**src/rtl/hamming_2d_scrub_ctrl.sv**
```systemverilog
// Purpose: arbitrate one ECC-protected codeword memory between host accesses and a background scrubber.
// Latency: host write completes in the grant cycle; host read returns 2 cycles after grant; scrub step 2-3 cycles.
// Backpressure: host_gnt drops while a scrub step runs or a starved scrub wins IDLE; the host holds host_req until granted.
module hamming_2d_scrub_ctrl #(
  parameter int ADDR_W         = 8,
  parameter int DEPTH          = 256,
  parameter int SCRUB_INTERVAL = 1024,
  parameter int STARVE_MAX     = 16,
  parameter int ERR_CNT_W      = 16
) (
  input  logic                 clk,
  input  logic                 rst_n,
  input  logic                 enable,
  input  logic                 start,
  input  logic                 clr_err,
  input  logic                 host_req,
  input  logic                 host_we,
  input  logic [ADDR_W-1:0]    host_addr,
  input  logic [43:0]          host_wdata,
  output logic                 host_gnt,
  output logic                 host_rvalid,
  output logic [43:0]          host_rdata,
  output logic                 host_err,
  output logic                 mem_req,
  output logic                 mem_we,
  output logic [ADDR_W-1:0]    mem_addr,
  output logic [104:0]         mem_wdata,
  input  logic [104:0]         mem_rdata,
  output logic [43:0]          enc_data,
  input  logic [104:0]         enc_code,
  output logic [104:0]         dec_code,
  input  logic [43:0]          dec_data,
  input  logic                 dec_err,
  output logic                 busy,
  output logic                 sweep_done,
  output logic [ERR_CNT_W-1:0] err_count
);

  localparam int CNT_W = $clog2(SCRUB_INTERVAL + 1);
  localparam int ST_W  = $clog2(STARVE_MAX + 1);
  localparam logic [ADDR_W-1:0] LAST_ADDR = ADDR_W'(DEPTH - 1);
  localparam logic [CNT_W-1:0]  INT_LAST  = CNT_W'(SCRUB_INTERVAL - 1);
  localparam logic [ST_W-1:0]   ST_LIMIT  = ST_W'(STARVE_MAX);

  typedef enum logic [2:0] {IDLE, HRD, SRD, SCHK, SWB} state_t;

  state_t                state_q, state_d;
  logic [ADDR_W-1:0]     ptr_q, ptr_d;
  logic [ADDR_W-1:0]     addr_q, addr_d;
  logic [CNT_W-1:0]      cnt_q, cnt_d;
  logic                  pend_q, pend_d;
  logic                  burst_q, burst_d;
  logic                  restart_q, restart_d;
  logic [ST_W-1:0]       starve_q, starve_d;
  logic [43:0]           data_q, data_d;
  logic                  rvalid_q, rvalid_d;
  logic [43:0]           rdata_q, rdata_d;
  logic                  rerr_q, rerr_d;
  logic                  sdone_q, sdone_d;
  logic [ERR_CNT_W-1:0]  err_q, err_d;

  logic want_scrub;
  logic step_start;
  logic step_end;

  assign dec_code    = mem_rdata;
  assign busy        = (state_q != IDLE);
  assign host_rvalid = rvalid_q;
  assign host_rdata  = rdata_q;
  assign host_err    = rerr_q;
  assign sweep_done  = sdone_q;
  assign err_count   = err_q;
  assign want_scrub  = pend_q | burst_q;

  // Arbitration, next state, memory/codec steering and bookkeeping updates.
  always_comb begin
    state_d    = state_q;
    ptr_d      = ptr_q;
    addr_d     = addr_q;
    cnt_d      = cnt_q;
    pend_d     = pend_q;
    burst_d    = burst_q;
    restart_d  = restart_q;
    starve_d   = starve_q;
    data_d     = data_q;
    rvalid_d   = 1'b0;
    rdata_d    = rdata_q;
    rerr_d     = rerr_q;
    sdone_d    = 1'b0;
    err_d      = err_q;
    host_gnt   = 1'b0;
    mem_req    = 1'b0;
    mem_we     = 1'b0;
    mem_addr   = host_addr;
    mem_wdata  = enc_code;
    enc_data   = host_wdata;
    step_start = 1'b0;
    step_end   = 1'b0;

    case (state_q)
      IDLE: begin
        if (want_scrub && (starve_q >= ST_LIMIT)) begin
          step_start = 1'b1;
        end else if (host_req) begin
          host_gnt = 1'b1;
          mem_req  = 1'b1;
          mem_we   = host_we;
          if (want_scrub) starve_d = starve_q + ST_W'(1);
          if (!host_we) state_d = HRD;
        end else if (want_scrub) begin
          step_start = 1'b1;
        end
      end
      HRD: begin
        rvalid_d = 1'b1;
        rdata_d  = dec_data;
        rerr_d   = dec_err;
        state_d  = IDLE;
      end
      SRD: begin
        // Strobe here so the codeword is presented to the decoder in SCHK.
        mem_req  = 1'b1;
        mem_addr = addr_q;
        state_d  = SCHK;
      end
      SCHK: begin
        if (dec_err) begin
          data_d  = dec_data;
          state_d = SWB;
        end else begin
          step_end = 1'b1;
          state_d  = IDLE;
        end
      end
      SWB: begin
        enc_data = data_q;
        mem_req  = 1'b1;
        mem_we   = 1'b1;
        mem_addr = addr_q;
        step_end = 1'b1;
        if (err_q != {ERR_CNT_W{1'b1}}) err_d = err_q + ERR_CNT_W'(1);
        state_d  = IDLE;
      end
      default: state_d = IDLE;
    endcase

    if (step_start) begin
      state_d   = SRD;
      starve_d  = '0;
      addr_d    = restart_q ? '0 : ptr_q;
      restart_d = 1'b0;
    end

    if (step_end) begin
      ptr_d  = (addr_q == LAST_ADDR) ? '0 : addr_q + ADDR_W'(1);
      pend_d = 1'b0;
      if (addr_q == LAST_ADDR) begin
        sdone_d = 1'b1;
        burst_d = 1'b0;
      end
    end

    // A new interval tick outranks the clear from a step ending in the same cycle.
    if (!enable) begin
      cnt_d  = '0;
      pend_d = 1'b0;
    end else if (!burst_q) begin
      if (cnt_q == INT_LAST) begin
        cnt_d  = '0;
        pend_d = 1'b1;
      end else begin
        cnt_d = cnt_q + CNT_W'(1);
      end
    end

    if (start) begin
      burst_d   = 1'b1;
      restart_d = 1'b1;
    end

    if (clr_err) err_d = '0;
  end

  // State and bookkeeping registers; reset abandons any step in flight.
  always_ff @(posedge clk or negedge rst_n) begin
    if (!rst_n) begin
      state_q   <= IDLE;
      ptr_q     <= '0;
      addr_q    <= '0;
      cnt_q     <= '0;
      pend_q    <= 1'b0;
      burst_q   <= 1'b0;
      restart_q <= 1'b0;
      starve_q  <= '0;
      data_q    <= '0;
      rvalid_q  <= 1'b0;
      rdata_q   <= '0;
      rerr_q    <= 1'b0;
      sdone_q   <= 1'b0;
      err_q     <= '0;
    end else begin
      state_q   <= state_d;
      ptr_q     <= ptr_d;
      addr_q    <= addr_d;
      cnt_q     <= cnt_d;
      pend_q    <= pend_d;
      burst_q   <= burst_d;
      restart_q <= restart_d;
      starve_q  <= starve_d;
      data_q    <= data_d;
      rvalid_q  <= rvalid_d;
      rdata_q   <= rdata_d;
      rerr_q    <= rerr_d;
      sdone_q   <= sdone_d;
      err_q     <= err_d;
    end
  end

endmodule

```
**config.mk**
```make
export PLATFORM = sky130hd
export DESIGN_NAME = hamming_2d_scrub_ctrl
export DESIGN_NICKNAME = d
export VERILOG_FILES = /design/src/rtl/hamming_2d_scrub_ctrl.sv
export SDC_FILE = /design/constraint.sdc
export NUM_CORES = 1
export LEC_CHECK = 0
export CAP_MARGIN = 20
export CORE_AREA = 2 2 250 252
export CTS_CLUSTER_DIAMETER = 80
export DETAILED_ROUTE_END_ITERATION = 16
export DIE_AREA = 0 0 252 254
export PLACE_DENSITY = 0.4
export SLEW_MARGIN = 20
export SYNTH_ARGS = -nofsm -noshare
export SYNTH_HDL_FRONTEND = slang
export SYNTH_SLANG_ARGS = --single-unit
```
**constraint.sdc**
```tcl
create_clock -name clk -period 4.31 [get_ports clk]
set_input_delay 0.862 -clock clk [delete_from_list [all_inputs] [get_ports clk]]
set_output_delay 0.862 -clock clk [all_outputs]
set_load 0.02 [all_outputs]
```
==> results.sh, run 1 <==
export IMPL_seqCellArea_um2=3630
export IMPL_synthTopCellsByArea="dfrtp_1, buf_4, mux2_2, nand2_1, o21ai_0"
export IMPL_grt_start_max_net_pins=72
export IMPL_synth_seq_cells=145
export IMPL_endpoint_kind="output port"
export IMPL_critPathArrivalTime_ns=2.66
export IMPL_fin_crit_ns=3.52
export IMPL_synthCells=832
export IMPL_rows=91
export IMPL_drv_cap=0
export IMPL_clockRootBuffer="clkbuf_16"
export IMPL_multiInputGateArea_um2=2870
export IMPL_diodes=0
export IMPL_drc=0
export IMPL_core_area_um2=61300
export IMPL_insertion_delay_ns=0.46
export IMPL_peakVddDrop_v=0.000285
export IMPL_clock_fmax_mhz=284
export IMPL_die_area_um2=64000
export IMPL_ant_nets=0
export IMPL_grt_pass1_wl_um=41400
export IMPL_grt_pass1_vias=6002
export IMPL_leakage_uw=0.00413
export IMPL_fillCellCount=6867
export IMPL_grt_usage_pct=8.99
export IMPL_fin_skew_ns=0.00924
export IMPL_finalCritPeriodShare_pct=81.7
export IMPL_ys_seq_area_share_pct=44.0
export IMPL_drt_total_wl_um=28900
export IMPL_start_kind="flop"
export IMPL_drtIter0Drc=211
export IMPL_ys_types=45
export IMPL_syn_area_um2=8240
export IMPL_yosysTopAreaCell="dfrtp_1"
export IMPL_syn_num_nets=1150
export IMPL_fin_total_pwr_uw=5880
export IMPL_die_y_um=254
export IMPL_drive_gt1_share_pct=17.3
export IMPL_gp_congestion=0.737
export IMPL_dp_hpwl_um=21400
export IMPL_area_growth_syn_to_layout_pct=26.5
export IMPL_setup_viol=0
export IMPL_worst_pin_slew_ns=0.991
export IMPL_antenna_found_initial=0
export IMPL_hold_path_class="input port to asynchronous set/reset pin"
export IMPL_final_hold_viol_count=0
export IMPL_cts_setup_buffers=0
export IMPL_cts_buffer_depth=2
export IMPL_holdBufCountCts=0
export IMPL_ys_async_sr_fraction_pct=100
export IMPL_yosysWarnings=0
export IMPL_required_ns=3.45
export IMPL_vias_per_cell=3.46
export IMPL_start_util_pct=13.5
export IMPL_final_max_slew_viol_count=0
export IMPL_synth_edf_count=0
export IMPL_fin_nets=1161
export IMPL_cts_tree="done"
export IMPL_syn_avg_cell_area_um2=9.91
export IMPL_grt_remaining_overflow=0
export IMPL_status="finished clean"
export IMPL_io_pins=643
export IMPL_numCtsBuffers=17
export IMPL_synth_main_ff_cell="dfrtp_1"
export IMPL_rsz0062_at_grt="no"
export IMPL_path_class="flop to output port"
export IMPL_vias=5695
export IMPL_portBuffers=222
export IMPL_firstDrtPassIters=4
export IMPL_htree_levels=4
export IMPL_cts_sinks=145
export IMPL_maxSlewHeadroom_pct=33.7
export IMPL_power_density_nw_per_um2=564
export IMPL_die_w_um=252
export IMPL_clk_pin_slew_worst_paths_ns=0.07
export IMPL_path_max_fanout=9
export IMPL_cts_resized=0
export IMPL_synth_top_area_share_pct=44.0
export IMPL_wire_per_inst_um=17.5
export IMPL_setup_tns_ns=0
[worst paths after layout]
check | start | end | slack, ns | depth (start not counted)
setup / recovery | state_q[1] | mem_addr[6] | 0.79 | 4
min in group clk | data_q[19] | data_q[19] | 0.47 | 2
max in group asynchronous | rst_n | data_q[0] | 3.02 | 2
setup reg to reg | state_q[2] | err_count[13] | 2.07 | 6
hold reg to reg | data_q[19] | data_q[19] | 0.47 | 2
hold / removal | rst_n | starve_q[0] | 0.42 | 1
[placed cells by master (no fill, tap or decap), drive strengths merged, types with 4 or more instances in the layout]
cell,count
mux2,98
or4,8
o31ai,7
nand3,12
nand2b,9
nor2b,4
nand4,12
o21ai,32
nor3,5
xnor2,6
ha,4
nor2,14
clkdlybuf4s50,221
nand2,171
a21oi,16
or2,4
buf,9
inv,13
or3,10
and3,5
clkbuf,18
dfrtp,145
xor2,8
[power by group]
| group | internal, uW | switching (uW) |
|---|---|---|
| clock | 889 | 701 |
| sequential | 1820 | 292 |
| combinational | 1100 | 1090 |
[registers in the layout, summed over array words and instances (netlist names), 3 cells and up]
signal      flops
ptr_q           8
addr_q          8
data_q         44
cnt_q          11
host_rdata     44
starve_q        5
state_q         3
err_count      16
[synth_stat cells (2+ instances only)]
| library cell | count |
|---|---|
| a21boi_0 | 3 |
| a21oi_1 | 16 |
| and3_1 | 5 |
| buf_1 | 4 |
| buf_2 | 13 |
| buf_4 | 212 |
| clkbuf_1 | 7 |
| dfrtp_1 | 145 |
| ha_1 | 4 |
| inv_1 | 4 |
| mux2_2 | 98 |
| nand2_1 | 171 |
| nand2b_1 | 9 |
| nand3_1 | 12 |
| nand4_1 | 12 |
| nand4b_1 | 2 |
| nor2_1 | 14 |
| nor2b_1 | 4 |
| nor3_1 | 4 |
| o21ai_0 | 27 |
| o21ai_1 | 5 |
| o31ai_1 | 7 |
| or2_2 | 4 |
| or3_1 | 10 |
| or4_1 | 8 |
| xnor2_1 | 6 |
| xor2_1 | 8 |
[cell families after synthesis]
group | Yosys count | share of synthesized area, %
fa+ha+maj | 4 | 0.607
compound gates | 65 | 4.63
flops | 145 | 44.0
mux | 99 | 13.5
buf+inv | 243 | 21.2
simple gates | 262 | 14.5
xor+xnor | 14 | 1.49
[final cells by class]
class	instances	area share (%)
clock buffer	18	4.21
clock inverter	14	1.62
inverter	5	0.180
multi-input combinational	444	27.5
sequential	145	34.8
tap	790	9.48
timing repair buffer	230	22.1
[critical path: stages (launching register included)]
cell	delay [ns]
dfrtp_1	0.52
xnor2_1	0.18
nor2_1	0.53
mux2_2	0.41
clkdlybuf4s50_1	0.54
[routing by layer]
| layer | global-route usage (%) | share of wire [%] | vias to the layer above |
|---|---|---|---|
| met5 | 0.541 | 0.16 | - |
| met3 | 5.57 | 12 | 108 |
| met1 | 8.94 | 36 | 2683 |
| li1 | - | - | 2582 |
| met2 | 13.8 | 46 | 320 |
| met4 | 6.27 | 6.1 | 2 |
[per-stage QoR]
step | area, um^2 | std cells | utilization (%) | worst slack (ns) | hold slack, ns
3_5_place_dp | 9810 | 1614 | 16.0 | 1.06 | 0.462
3_3_place_gp | 9810 | 1614 | 16.0 | 1.03 | 0.456
5_1_grt | 10400 | 1646 | 17.0 | 0.573 | 0.455
6_report | 10400 | 1646 | 17.0 | 0.790 | 0.424
2_1_floorplan | 8240 | 832 | - | 1.91 | 0.440
4_1_cts | 10400 | 1646 | 17.0 | 0.691 | 0.449
Power figures use the tool's default switching activity.
==> run 2: changes to the inputs <==
CORE_AREA = 2 2 253 255   (was 2 2 250 252)
DIE_AREA = 0 0 255 257   (was 0 0 252 254)
clock period = 3.25 ns   (was 4.31 ns; I/O delays follow)
==> results.sh, run 2 (synthesis gave the netlist of run 1 again) <==
export IMPL_insertion_delay_ns=0.47
export IMPL_peakVddDrop_v=0.000385
export IMPL_antenna_found_initial=2
export IMPL_drv_cap=0
export IMPL_start_kind="flop"
export IMPL_drtIter0Drc=233
export IMPL_die_y_um=257
export IMPL_clock_fmax_mhz=320
export IMPL_clockRootBuffer="clkbuf_16"
export IMPL_setup_viol=0
export IMPL_diodes=0
export IMPL_fillCellCount=6999
export IMPL_fin_nets=1167
export IMPL_area_growth_syn_to_layout_pct=28.4
export IMPL_pwr_share_clk_pct=25.4
export IMPL_dp_hpwl_um=20600
export IMPL_drive_gt1_share_pct=18.1
export IMPL_layout_commonest_cell="clkdlybuf4s50_1"
export IMPL_die_area_um2=65500
export IMPL_fin_crit_ns=3.13
export IMPL_leakage_uw=0.00420
export IMPL_ant_nets=0
export IMPL_holdBufCountCts=0
export IMPL_stdcell_count=1708
export IMPL_final_max_slew_viol_count=0
export IMPL_htree_levels=4
export IMPL_grt_pass1_vias=6030
export IMPL_critPathArrivalTime_ns=2.48
export IMPL_cts_sinks=145
export IMPL_grt_pass1_wl_um=41000
export IMPL_power_density_nw_per_um2=734
export IMPL_final_hold_viol_count=0
export IMPL_p_int_uw=4960
export IMPL_swShare_pct=36.2
export IMPL_drc=0
export IMPL_fin_total_pwr_uw=7760
export IMPL_power_frac_comb_pct=38.4
export IMPL_io_pins=643
export IMPL_path_max_fanout=25
export IMPL_numCtsBuffers=17
export IMPL_wire_per_inst_um=17.1
export IMPL_seq_power_share_pct=36.2
export IMPL_endpoint_kind="output port"
export IMPL_hold_path_class="input port to asynchronous set/reset pin"
export IMPL_firstDrtPassIters=5
export IMPL_path_class="flop to output port"
export IMPL_core_area_um2=62700
export IMPL_multiInputGateArea_um2=2870
export IMPL_die_w_um=255
export IMPL_required_ns=2.60
export IMPL_fin_skew_ns=0.0148
export IMPL_start_util_pct=13.1
export IMPL_vias=5764
export IMPL_setup_tns_ns=0
export IMPL_vias_per_cell=3.37
export IMPL_rows=92
export IMPL_clk_pin_slew_worst_paths_ns=0.07
export IMPL_dp_cells=1672
export IMPL_cts_tree="done"
export IMPL_cts_buffer_depth=2
export IMPL_drt_total_wl_um=29300
export IMPL_portBuffers=222
export IMPL_maxSlewHeadroom_pct=41.8
export IMPL_status="finished clean"
export IMPL_gp_congestion=0.714
export IMPL_layout_common_cells="clkdlybuf4s50_1, nand2_1, dfrtp_1"
export IMPL_grt_remaining_overflow=0
export IMPL_worst_pin_slew_ns=0.869
export IMPL_seqCellArea_um2=3630
export IMPL_grt_usage_pct=8.75
export IMPL_p_sw_uw=2810
export IMPL_grt_start_max_net_pins=63
export IMPL_finalCritPeriodShare_pct=96.2
[run 2: cell count changes in the layout (fill, tap and decap cells not counted), sizes merged]
cell / before / now
dlymetal6s2s: 0 / 2
clkinvlp: 2 / 1
clkdlybuf4s50: 221 / 213
bufinv: 2 / 0
dlygate4sd2: 0 / 6
buf: 9 / 13
clkinv: 2 / 5
clkbuf: 18 / 21
inv: 13 / 12
[run 2: critical path: stages (launching register included)]
cell             delay [ns]
dfrtp_2                0.49
nor3b_4                0.22
buf_4                  0.14
clkbuf_16              0.19
mux2_2                 0.36
clkdlybuf4s50_1        0.54
[run 2: metal layers]
| metal | routed length, um | part of all wire (%) | up-vias | global-route usage, % |
|---|---|---|---|---|
| li1 | - | - | 2601 | - |
| met1 | 10900 | 37 | 2713 | 9.16 |
| met2 | 13600 | 46 | 332 | 13.3 |
| met3 | 3170 | 11 | 116 | 4.93 |
| met4 | 1610 | 5.5 | 2 | 5.69 |
| met5 | 26 | 0.089 | - | 0.602 |
[run 2: power groups by stage]
stage | combinational [uW] | clock [uW] | sequential [uW]
after floorplan | 1670 | 0 | 3060
after detailed placement | 3020 | 0 | 2850
after CTS | 3020 | 2100 | 2830
after global routing | 3220 | 2150 | 2900
after global placement | 3000 | 0 | 2840
final | 2980 | 1970 | 2810
[run 2: through the flow]
stage	setup WS [ns]	utilization, %	cell area (um^2)	hold WS, ns
2_1_floorplan	1.06	-	8240	0.354
3_3_place_gp	0.486	15.8	9940	0.462
3_5_place_dp	0.504	15.8	9940	0.460
4_1_cts	0.000286	16.7	10500	0.164
5_1_grt	-0.0141	16.9	10600	0.195
6_report	0.125	16.9	10600	0.188
[run 2: timing repair]
action,4_1_cts,5_1_grt
gates cloned,0,2
buffers inserted,0,2
pin swaps,0,1
endpoints found under the setup margin,42,37
resized for setup,8,7
[run 2: final timing paths]
path / from / to / slack (ns) / cells past startpoint
setup / recovery: state_q[1] / enc_data[15] / 0.12 / 5
max in group asynchronous: rst_n / state_q[1] / 2.27 / 2
hold / removal: rst_n / data_q[19] / 0.19 / 1
setup reg to reg: state_q[1] / err_count[15] / 0.99 / 7
hold reg to reg: data_q[1] / data_q[1] / 0.47 / 2
min in group clk: data_q[1] / data_q[1] / 0.47 / 2
[run 2: layout make-up]
type,instances,area share (%)
Inverter,5,0.177
Multi-Input combinational cell,444,27.1
Sequential cell,145,34.3
Clock inverter,13,1.12
Tap cell,846,10.0
Clock buffer,19,4.28
Timing Repair Buffer,236,23.0
